**src/rtl/float_e4m3_pkg.sv**
```systemverilog
// Shared e4m3 constants and converter FSM states, imported by the converter and the float adder.
// The optional round-to-nearest build is selected with E4M3_ROUND_NEAREST_EN (see e4m3_round).
package float_e4m3_pkg;

    localparam int E4M3_BIAS = 7;
    localparam int EXP_W     = 4;
    localparam int MAN_W     = 3;

    localparam logic [6:0] E4M3_MAX_MAG = 7'h7F;
    localparam logic [7:0] E4M3_ZERO    = 8'h00;

    typedef enum logic [1:0] {
        IDLE  = 2'd0,
        NORM  = 2'd1,
        ROUND = 2'd2,
        DONE  = 2'd3
    } conv_state_t;

endpackage

```
**src/rtl/e4m3_round.sv**
```systemverilog
// Combinational mantissa rounding, exponent carry and saturation for a normalized magnitude.
// E4M3_ROUND_NEAREST_EN selects round-to-nearest-even; otherwise the mantissa is truncated.
module e4m3_round
    import float_e4m3_pkg::*;
(
    input  logic [14:0] mag,
    input  logic [5:0]  exponent,
    input  logic        sign,
    output logic [7:0]  y
);

    logic             round_up;
    logic [MAN_W:0]   man_sum;
    logic [5:0]       exp_final;

`ifdef E4M3_ROUND_NEAREST_EN
    assign round_up = mag[11] & ((|mag[10:0]) | mag[12]);
`else
    logic unused_low_bits;
    assign unused_low_bits = ^mag[11:0];
    assign round_up        = 1'b0;
`endif

    // A mantissa carry-out leaves man_sum[2:0] at zero and bumps the exponent.
    assign man_sum   = {1'b0, mag[14:12]} + {{MAN_W{1'b0}}, round_up};
    assign exp_final = exponent + {5'd0, man_sum[MAN_W]};

    always_comb begin
        if (exp_final > 6'((1 << EXP_W) - 1)) begin
            y = {sign, E4M3_MAX_MAG};
        end else begin
            y = {sign, exp_final[EXP_W-1:0], man_sum[MAN_W-1:0]};
        end
    end

endmodule

```
**src/rtl/int16_to_e4m3.sv**
```systemverilog
// Iterative int16 -> e4m3 converter: one-bit-per-cycle normalization with valid/ready on both sides.
// Rounding mode is chosen inside e4m3_round via E4M3_ROUND_NEAREST_EN.
module int16_to_e4m3
    import float_e4m3_pkg::*;
#(
    parameter int BIAS = E4M3_BIAS
) (
    input  logic        clock,
    input  logic        reset,
    input  logic [15:0] in_data,
    input  logic        in_valid,
    output logic        in_ready,
    output logic [7:0]  y,
    output logic        is_output_valid,
    input  logic        out_ready
);

    conv_state_t state;
    conv_state_t state_next;
    logic        sign;
    logic [15:0] mag;
    logic [5:0]  exponent;
    logic [7:0]  y_round;

    e4m3_round u_round (
        .mag      (mag[14:0]),
        .exponent (exponent),
        .sign     (sign),
        .y        (y_round)
    );

    always_ff @(posedge clock) begin
        if (!reset) begin
            state <= IDLE;
        end else begin
            state <= state_next;
        end
    end

    always_comb begin
        state_next      = state;
        in_ready        = 1'b0;
        is_output_valid = 1'b0;
        case (state)
            IDLE: begin
                in_ready = 1'b1;
                if (in_valid) state_next = NORM;
            end
            NORM: begin
                if (mag == 16'd0)  state_next = DONE;
                else if (mag[15])  state_next = ROUND;
            end
            ROUND: state_next = DONE;
            DONE: begin
                is_output_valid = 1'b1;
                if (out_ready) state_next = IDLE;
            end
            default: state_next = IDLE;
        endcase
    end

    // Exponent starts as if the leading one were at bit 15 and drops by one per shift.
    always_ff @(posedge clock) begin
        if (!reset) begin
            sign     <= 1'b0;
            mag      <= 16'd0;
            exponent <= 6'd0;
            y        <= E4M3_ZERO;
        end else begin
            case (state)
                IDLE: begin
                    if (in_valid) begin
                        sign     <= in_data[15];
                        mag      <= in_data[15] ? (~in_data + 16'd1) : in_data;
                        exponent <= 6'(BIAS + 15);
                    end
                end
                NORM: begin
                    if (mag == 16'd0) begin
                        y <= E4M3_ZERO;
                    end else if (!mag[15]) begin
                        mag      <= mag << 1;
                        exponent <= exponent - 6'd1;
                    end
                end
                ROUND: y <= y_round;
                default: ;
            endcase
        end
    end

endmodule
```
**config.mk**
```make
export PLATFORM = sky130hd
export DESIGN_NAME = int16_to_e4m3
export DESIGN_NICKNAME = d
export VERILOG_FILES = /design/src/rtl/float_e4m3_pkg.sv /design/src/rtl/e4m3_round.sv /design/src/rtl/int16_to_e4m3.sv
export SDC_FILE = /design/constraint.sdc
export NUM_CORES = 1
export LEC_CHECK = 0
export ABC_AREA = 1
export BUFFER_PORTS_ARGS = -buffer_cell sky130_fd_sc_hd__buf_2
export CORE_ASPECT_RATIO = 1.75
export CORE_MARGIN = 4
export CORE_UTILIZATION = 25
export CTS_BUF_LIST = sky130_fd_sc_hd__clkbuf_4 sky130_fd_sc_hd__clkbuf_8
export CTS_CLUSTER_DIAMETER = 100
export CTS_CLUSTER_SIZE = 25
export DETAILED_ROUTE_END_ITERATION = 6
export GPL_TIMING_DRIVEN = 0
export PLACE_DENSITY = 0.46
export SLEW_MARGIN = 20
export SYNTH_ARGS = -nofsm -noshare
export SYNTH_HDL_FRONTEND = slang
export SYNTH_SLANG_ARGS = --single-unit
```
**constraint.sdc**
```tcl
create_clock -name clock -period 1.9 [get_ports clock]
set_input_delay 0.19 -clock clock [delete_from_list [all_inputs] [get_ports clock]]
set_output_delay 0.19 -clock clock [all_outputs]
set_load 0.005 [all_outputs]
```
==> flow_summary.json, run 1 <==
{
  "remaining_drcs": 0,
  "slew_headroom": 0.6254,
  "timing.hold.ws_ns": 0.1886,
  "power_density_nw_per_um2": 1517,
  "grt_first_pass_wirelength_microns": 10940,
  "max_slew.worst_pin.slew_ns": 0.5619,
  "netlist.area_leader.share": 0.2950,
  "setup_viol": 0,
  "maxCapViolations": 0,
  "finalCritPeriodShare": 0.9114,
  "timing_max_transition_violations_final": 0,
  "diodes": 0,
  "place.detailed.hpwl_microns": 5249,
  "placement_rows": 45,
  "htree_levels": 2,
  "timing.final.crit_period_ns": 1.732,
  "grt_overflow": 0,
  "proportion_of_layout_cells_with_a_drive_suffix_above_1": 0.1381,
  "die-height_microns": 133.2,
  "max-vdd-ir-drop_v": 0.0007025,
  "max_freq_ghz": 0.5775,
  "worstHoldPathType": "input port to flip-flop",
  "core_box_area_sq_um": 8727,
  "via_count": 2406,
  "antenna_violating_nets_left": 0,
  "detail_route.wirelength_microns": 6686,
  "synth_seq_area_share": 0.2950,
  "dpl.cell_count": 530,
  "postCtsSetupRepairBufs": 0,
  "postLayoutSetupSlackWorst_ns": 0.1683,
  "antenna_found_initial": 0,
  "pin_count_of_the_biggest_net_entering_global_routing": 11,
  "clk_pin_slew_ns": 0.07,
  "worstSetupStartpointType": "flip-flop",
  "total_power_uw": 3998,
  "finish.net_count": 446,
  "syn-cell-area_sq_um": 2240,
  "layout.cells.most_common": "sky130_fd_sc_hd__nand2_1",
  "area_growth_from_synthesis_to_layout_pct": 17.65,
  "grt_use_total": 0.1323,
  "die_width_microns": 79.55,
  "cp_common_cell": "sky130_fd_sc_hd__nand2_1",
  "fin_worst_skew_ns": 0.007949,
  "vias_in_the_first_global_route": 2302,
  "clk_latency_ns": 0.29,
  "timing.critical_path.cells": "inv_1 -> ha_2 -> inv_2 -> or2_1 -> o21a_1 -> nand3_2 -> clkbuf_4 -> nand2_1 -> nand2_1 -> nor2_1",
  "initial_standard_cell_utilization_of_the_core": 0.2566,
  "synth-seq-cells": 33,
  "netlist_top_cells_area": "sky130_fd_sc_hd__dfxtp_1 (29%), sky130_fd_sc_hd__nand2_1 (17%), sky130_fd_sc_hd__nor2_1 (14%)",
  "tritoncts": "yes",
  "drt_iter0_drc": 109,
  "floorplan.io_pins": 30,
  "detail_route.wl_per_cell_microns": 12.45,
  "timing.critical_path.max_delay_family": "simple AND/OR/NAND/NOR gates",
  "worst_ep_arrival_time_ns": 1.92,
  "hold_buffers": 0,
  "cts_num_sinks": 33,
  "syn-instance-count": 385,
  "preCtsSetupSlack_ns": -0.2590,
  "yosysWarnings": 0,
  "postSynthNetCount": 412,
  "globalplace.congestion": 0.7730,
  "crit_type": "flip-flop to flip-flop",
  "leakage_uw": 0.001314,
  "crit_path_top_delay_cell": "sky130_fd_sc_hd__dfxtp_4",
  "path_max_fanout": 10,
  "synth_top_area_cell": "sky130_fd_sc_hd__dfxtp_1",
  "placement.io_buffers": 28,
  "most_frequent_cells_in_the_layout": "sky130_fd_sc_hd__nand2_1 (98), sky130_fd_sc_hd__nor2_1 (86), sky130_fd_sc_hd__inv_1 (42), sky130_fd_sc_hd__dfxtp_1 (32), sky130_fd_sc_hd__buf_2 (31)",
  "final-instance-count-excl-fill": 537,
  "routed_via_density": 4.480,
  "clockRootBuffer": "sky130_fd_sc_hd__clkbuf_8",
  "report.final.hold_viol_count": 0,
  "final.fill_count": 984,
  "unrepaired_setup_endpoints_after_global_routing": "no",
  "clockBufferDepth": 2,
  "die_outline_area_sq_um": 10600,
  "cts_made_buffers": 5,
  "ys_types": 28,
  "dr.pass1.iters": 4,
  "critical_path.endpoint_type": "flip-flop",
  "critical_path.max_stage_delay_ns": 0.37,
  "fin_setup_tns_ns": 0,
  "avgSynthCellArea_sq_um": 5.817,
  "status": "complete, no violations",
  "critical_path.n_buffers_inverters": 3,
  "cp_data_required_time_ns": 2.09
}
[power by group]
part / internal, uW / switching (uW)
clock: 303 / 257
sequential: 982 / 187
combinational: 822 / 1450
[stage by stage]
stage	utilization	cell area (sq um)
after global placement	0.2895	2526
after floorplan	-	2240
after CTS	0.3008	2625
after global routing	0.3019	2635
final	0.3019	2635
after detailed placement	0.2895	2526
[flip-flops by register name, indices dropped and copies added, names as in the netlist]
name	count
sign	1
mag	16
y	8
exponent	6
state	2
[synthesized netlist by cell type]
cell type / n
sky130_fd_sc_hd__clkbuf_1: 6
sky130_fd_sc_hd__nor3_1: 2
sky130_fd_sc_hd__ha_1: 7
sky130_fd_sc_hd__inv_2: 3
sky130_fd_sc_hd__o211ai_1: 1
sky130_fd_sc_hd__or2_1: 1
sky130_fd_sc_hd__nand2_2: 1
sky130_fd_sc_hd__buf_2: 4
sky130_fd_sc_hd__nand4_1: 12
sky130_fd_sc_hd__a21oi_1: 26
sky130_fd_sc_hd__and2_1: 2
sky130_fd_sc_hd__a22o_1: 1
sky130_fd_sc_hd__buf_1: 1
sky130_fd_sc_hd__nand3_1: 25
sky130_fd_sc_hd__or2_2: 2
sky130_fd_sc_hd__nand2_1: 99
sky130_fd_sc_hd__dfxtp_1: 33
sky130_fd_sc_hd__nor2_1: 86
sky130_fd_sc_hd__nand3b_1: 1
sky130_fd_sc_hd__o22ai_1: 3
sky130_fd_sc_hd__clkinv_1: 2
sky130_fd_sc_hd__inv_1: 43
sky130_fd_sc_hd__buf_6: 2
sky130_fd_sc_hd__o21ai_0: 16
sky130_fd_sc_hd__o21a_1: 1
sky130_fd_sc_hd__o21bai_1: 1
sky130_fd_sc_hd__nor2_2: 2
sky130_fd_sc_hd__nand3_2: 2
[routing by layer]
metal / vias to the layer above / GRT usage / wire (microns)
met5: - / 0 / 0
met4: 0 / 0.05927 / 180
met3: 11 / 0.01691 / 179
met2: 41 / 0.2488 / 3586
met1: 1071 / 0.1417 / 2739
li1: 1283 / - / -
[worst register-to-register path, cell delays in order, from the launching register on]
cell and delay [ns]:
sky130_fd_sc_hd__dfxtp_4 0.37, sky130_fd_sc_hd__inv_1 0.11, sky130_fd_sc_hd__ha_2 0.21, sky130_fd_sc_hd__inv_2 0.04, sky130_fd_sc_hd__or2_1 0.26, sky130_fd_sc_hd__o21a_1 0.15
sky130_fd_sc_hd__nand3_2 0.09, sky130_fd_sc_hd__clkbuf_4 0.22, sky130_fd_sc_hd__nand2_1 0.07, sky130_fd_sc_hd__nand2_1 0.06, sky130_fd_sc_hd__nor2_1 0.06
[final cells by class]
type,count,area [sq um],share of cell area
inverter,48,181.4,0.06885
tap,117,146.4,0.05556
timing repair buffer,28,140.1,0.05318
clock buffer,8,91.34,0.03466
buffer,12,63.81,0.02422
multi-input combinational,291,1348,0.5114
sequential,33,664.4,0.2521
[what timing repair did]
action                                  in CTS  in global routing
endpoints found under the hold margin        0                  0
gates resized for setup                      4                  9
endpoints found under the setup margin      22                 26
[cell families (layout without fill, tap and decap cells)]
kind of cell    after synthesis  in the layout  synth area share
simple gates                235            235            0.4386
buf+inv                      61             96            0.1112
fa+ha+maj                     7              7           0.03910
compound gates               49             49            0.1162
flops                        33             33            0.2950
[worst paths after layout]
kind,from,endpoint,slack [ns],cells past startpoint
worst max-delay path,state[0],mag[10],0.17,10
worst min register to register,mag[0],mag[0],0.50,2
worst max register to register,state[0],mag[10],0.17,10
worst min-delay path,in_data[0],mag[0],0.19,3
(Power assumes the default switching activity.)
==> run 2: changes to the inputs <==
- MAX_ROUTING_LAYER: unset -> met4
==> flow_summary.json, run 2 (synthesis results as in run 1) <==
{
  "worstSetupStartpointType": "flip-flop",
  "multi_input_comb_area_sq_um": 1348,
  "report.final.hold_viol_count": 0,
  "cp_data_required_time_ns": 2.09,
  "vias_in_the_first_global_route": 2297,
  "cts_made_buffers": 5,
  "dr.pass1.iters": 4,
  "cp_common_cell": "sky130_fd_sc_hd__nand2_1",
  "proportion_of_layout_cells_with_a_drive_suffix_above_1": 0.1381,
  "hold_sp": "in_data[0]",
  "initial_standard_cell_utilization_of_the_core": 0.2566,
  "most_frequent_cells_in_the_layout": "sky130_fd_sc_hd__nand2_1 (98), sky130_fd_sc_hd__nor2_1 (86), sky130_fd_sc_hd__inv_1 (42), sky130_fd_sc_hd__dfxtp_1 (32), sky130_fd_sc_hd__buf_2 (31)",
  "registers.top_by_ff_count": "mag",
  "floorplan.io_pins": 30,
  "fin_worst_skew_ns": 0.007715,
  "max_freq_ghz": 0.5780,
  "detail_route.wirelength_microns": 6688,
  "max-vdd-ir-drop_v": 0.0007029,
  "grt_first_pass_wirelength_microns": 10960,
  "placement.io_buffers": 28,
  "pin_count_of_the_biggest_net_entering_global_routing": 11,
  "grt_use_total": 0.1361,
  "core_box_area_sq_um": 8727,
  "via_count": 2387,
  "final.fill_count": 984,
  "fin_setup_tns_ns": 0,
  "clockBufferDepth": 2,
  "timing.final.crit_period_ns": 1.730,
  "crit_path_top_delay_cell": "sky130_fd_sc_hd__dfxtp_4",
  "clk_latency_ns": 0.29,
  "power_density_nw_per_um2": 1517,
  "grt_overflow": 0,
  "cts_num_sinks": 33,
  "final_core_util": 0.3019,
  "timing.critical_path.cells": "inv_1 -> ha_2 -> inv_2 -> or2_1 -> o21a_1 -> nand3_2 -> clkbuf_4 -> nand2_1 -> nand2_1 -> nor2_1",
  "timing_max_transition_violations_final": 0,
  "die-height_microns": 133.2,
  "placement_rows": 45,
  "die_outline_area_sq_um": 10600,
  "slew_headroom": 0.6204,
  "finalCritPeriodShare": 0.9105,
  "antenna_found_initial": 0,
  "worstHoldPathType": "input port to flip-flop",
  "globalplace.congestion": 0.7835,
  "clk_pin_slew_ns": 0.07,
  "unrepaired_setup_endpoints_after_global_routing": "no",
  "clockRootBuffer": "sky130_fd_sc_hd__clkbuf_8",
  "detail_route.wl_per_cell_microns": 12.45,
  "setup_viol": 0,
  "remaining_drcs": 0,
  "layout.cell_area.non_filler_sq_um": 2635,
  "antenna_violating_nets_left": 0,
  "area_growth_from_synthesis_to_layout_pct": 17.65,
  "finish.net_count": 446,
  "worst_ep_arrival_time_ns": 1.92,
  "largest_register_ffs": 16,
  "critical_path.endpoint_type": "flip-flop",
  "critPathLaunch": "state[0]",
  "maxCapViolations": 0,
  "leakage_uw": 0.001314,
  "tritoncts": "yes",
  "drt_iter0_drc": 111,
  "path_max_fanout": 10,
  "final-seq-area_sq_um": 664.4,
  "layout.cells.most_common": "sky130_fd_sc_hd__nand2_1",
  "crit_type": "flip-flop to flip-flop",
  "reg2reg_from": "state[0]",
  "diodes": 0,
  "place.detailed.hpwl_microns": 5249,
  "die_width_microns": 79.55,
  "hold_buffers": 0,
  "placed_cell_area_sq_um": 2526,
  "status": "complete, no violations",
  "max_slew.worst_pin.slew_ns": 0.5694,
  "routed_via_density": 4.445,
  "critical_path.max_stage_delay_ns": 0.37,
  "htree_levels": 2,
  "top_regs": "mag (16), y (8), exponent (6)"
}
-- run 2: cell counts in the layout (fill, tap and decap cells not counted) --
Identical to the previous run, type by type.
-- run 2: metrics by stage --
stage | cells | hold slack [ns] | total power (uW) | setup WS [ns]
after floorplan | 385 | 0.3543 | 2842 | 0.2268
after global placement | 530 | 0.4778 | 3458 | -0.2840
after detailed placement | 530 | 0.4925 | 3474 | -0.2590
after CTS | 538 | 0.1810 | 4078 | 0.01721
after global routing | 537 | 0.1988 | 4454 | 0.01349
final | 537 | 0.1887 | 3997 | 0.1700
-- run 2: layout make-up --
| cell class | instances | share of cell area |
|---|---|---|
| inverters | 48 | 0.06885 |
| multi-input cells | 291 | 0.5114 |
| well taps | 117 | 0.05556 |
| plain buffers | 12 | 0.02422 |
| repair buffers | 28 | 0.05318 |
| flip-flops and latches | 33 | 0.2521 |
| clock buffers | 8 | 0.03466 |
-- run 2: critical path: cells and delay by family (launching register included) --
kind	cells	cell delay, ns
buffers and inverters	3	0.37
adder cells (fa/ha/maj)	1	0.21
AO/OA/AOI/OAI	1	0.15
flip-flops	1	0.37
AND/OR/NAND/NOR	5	0.54
-- run 2: timing repair --
item / in CTS / in global routing
setup buffers: 0 / 0
endpoints found under the setup margin: 22 / 26
gates resized for setup: 4 / 9
cloned: 0 / 0
-- run 2: metal layers --
layer	track usage	part of all wire	vias up
met3	0.01691	0.027	11
met2	0.2488	0.53	36
met4	0.05927	0.027	0
met1	0.1421	0.41	1056
met5	-	0	-
li1	-	-	1284
-- run 2: final timing paths --
path	slack, ns	depth (start not counted)	to
worst max-delay path	0.17	10	mag[10]
worst max register to register	0.17	10	mag[10]
worst min-delay path	0.19	3	mag[0]
worst min register to register	0.50	2	mag[0]
-- run 2: power breakdown --
group | switching (uW) | internal (uW)
Sequential | 188 | 982
Clock | 256 | 303
Combinational | 1450 | 822
Total | 1890 | 2110
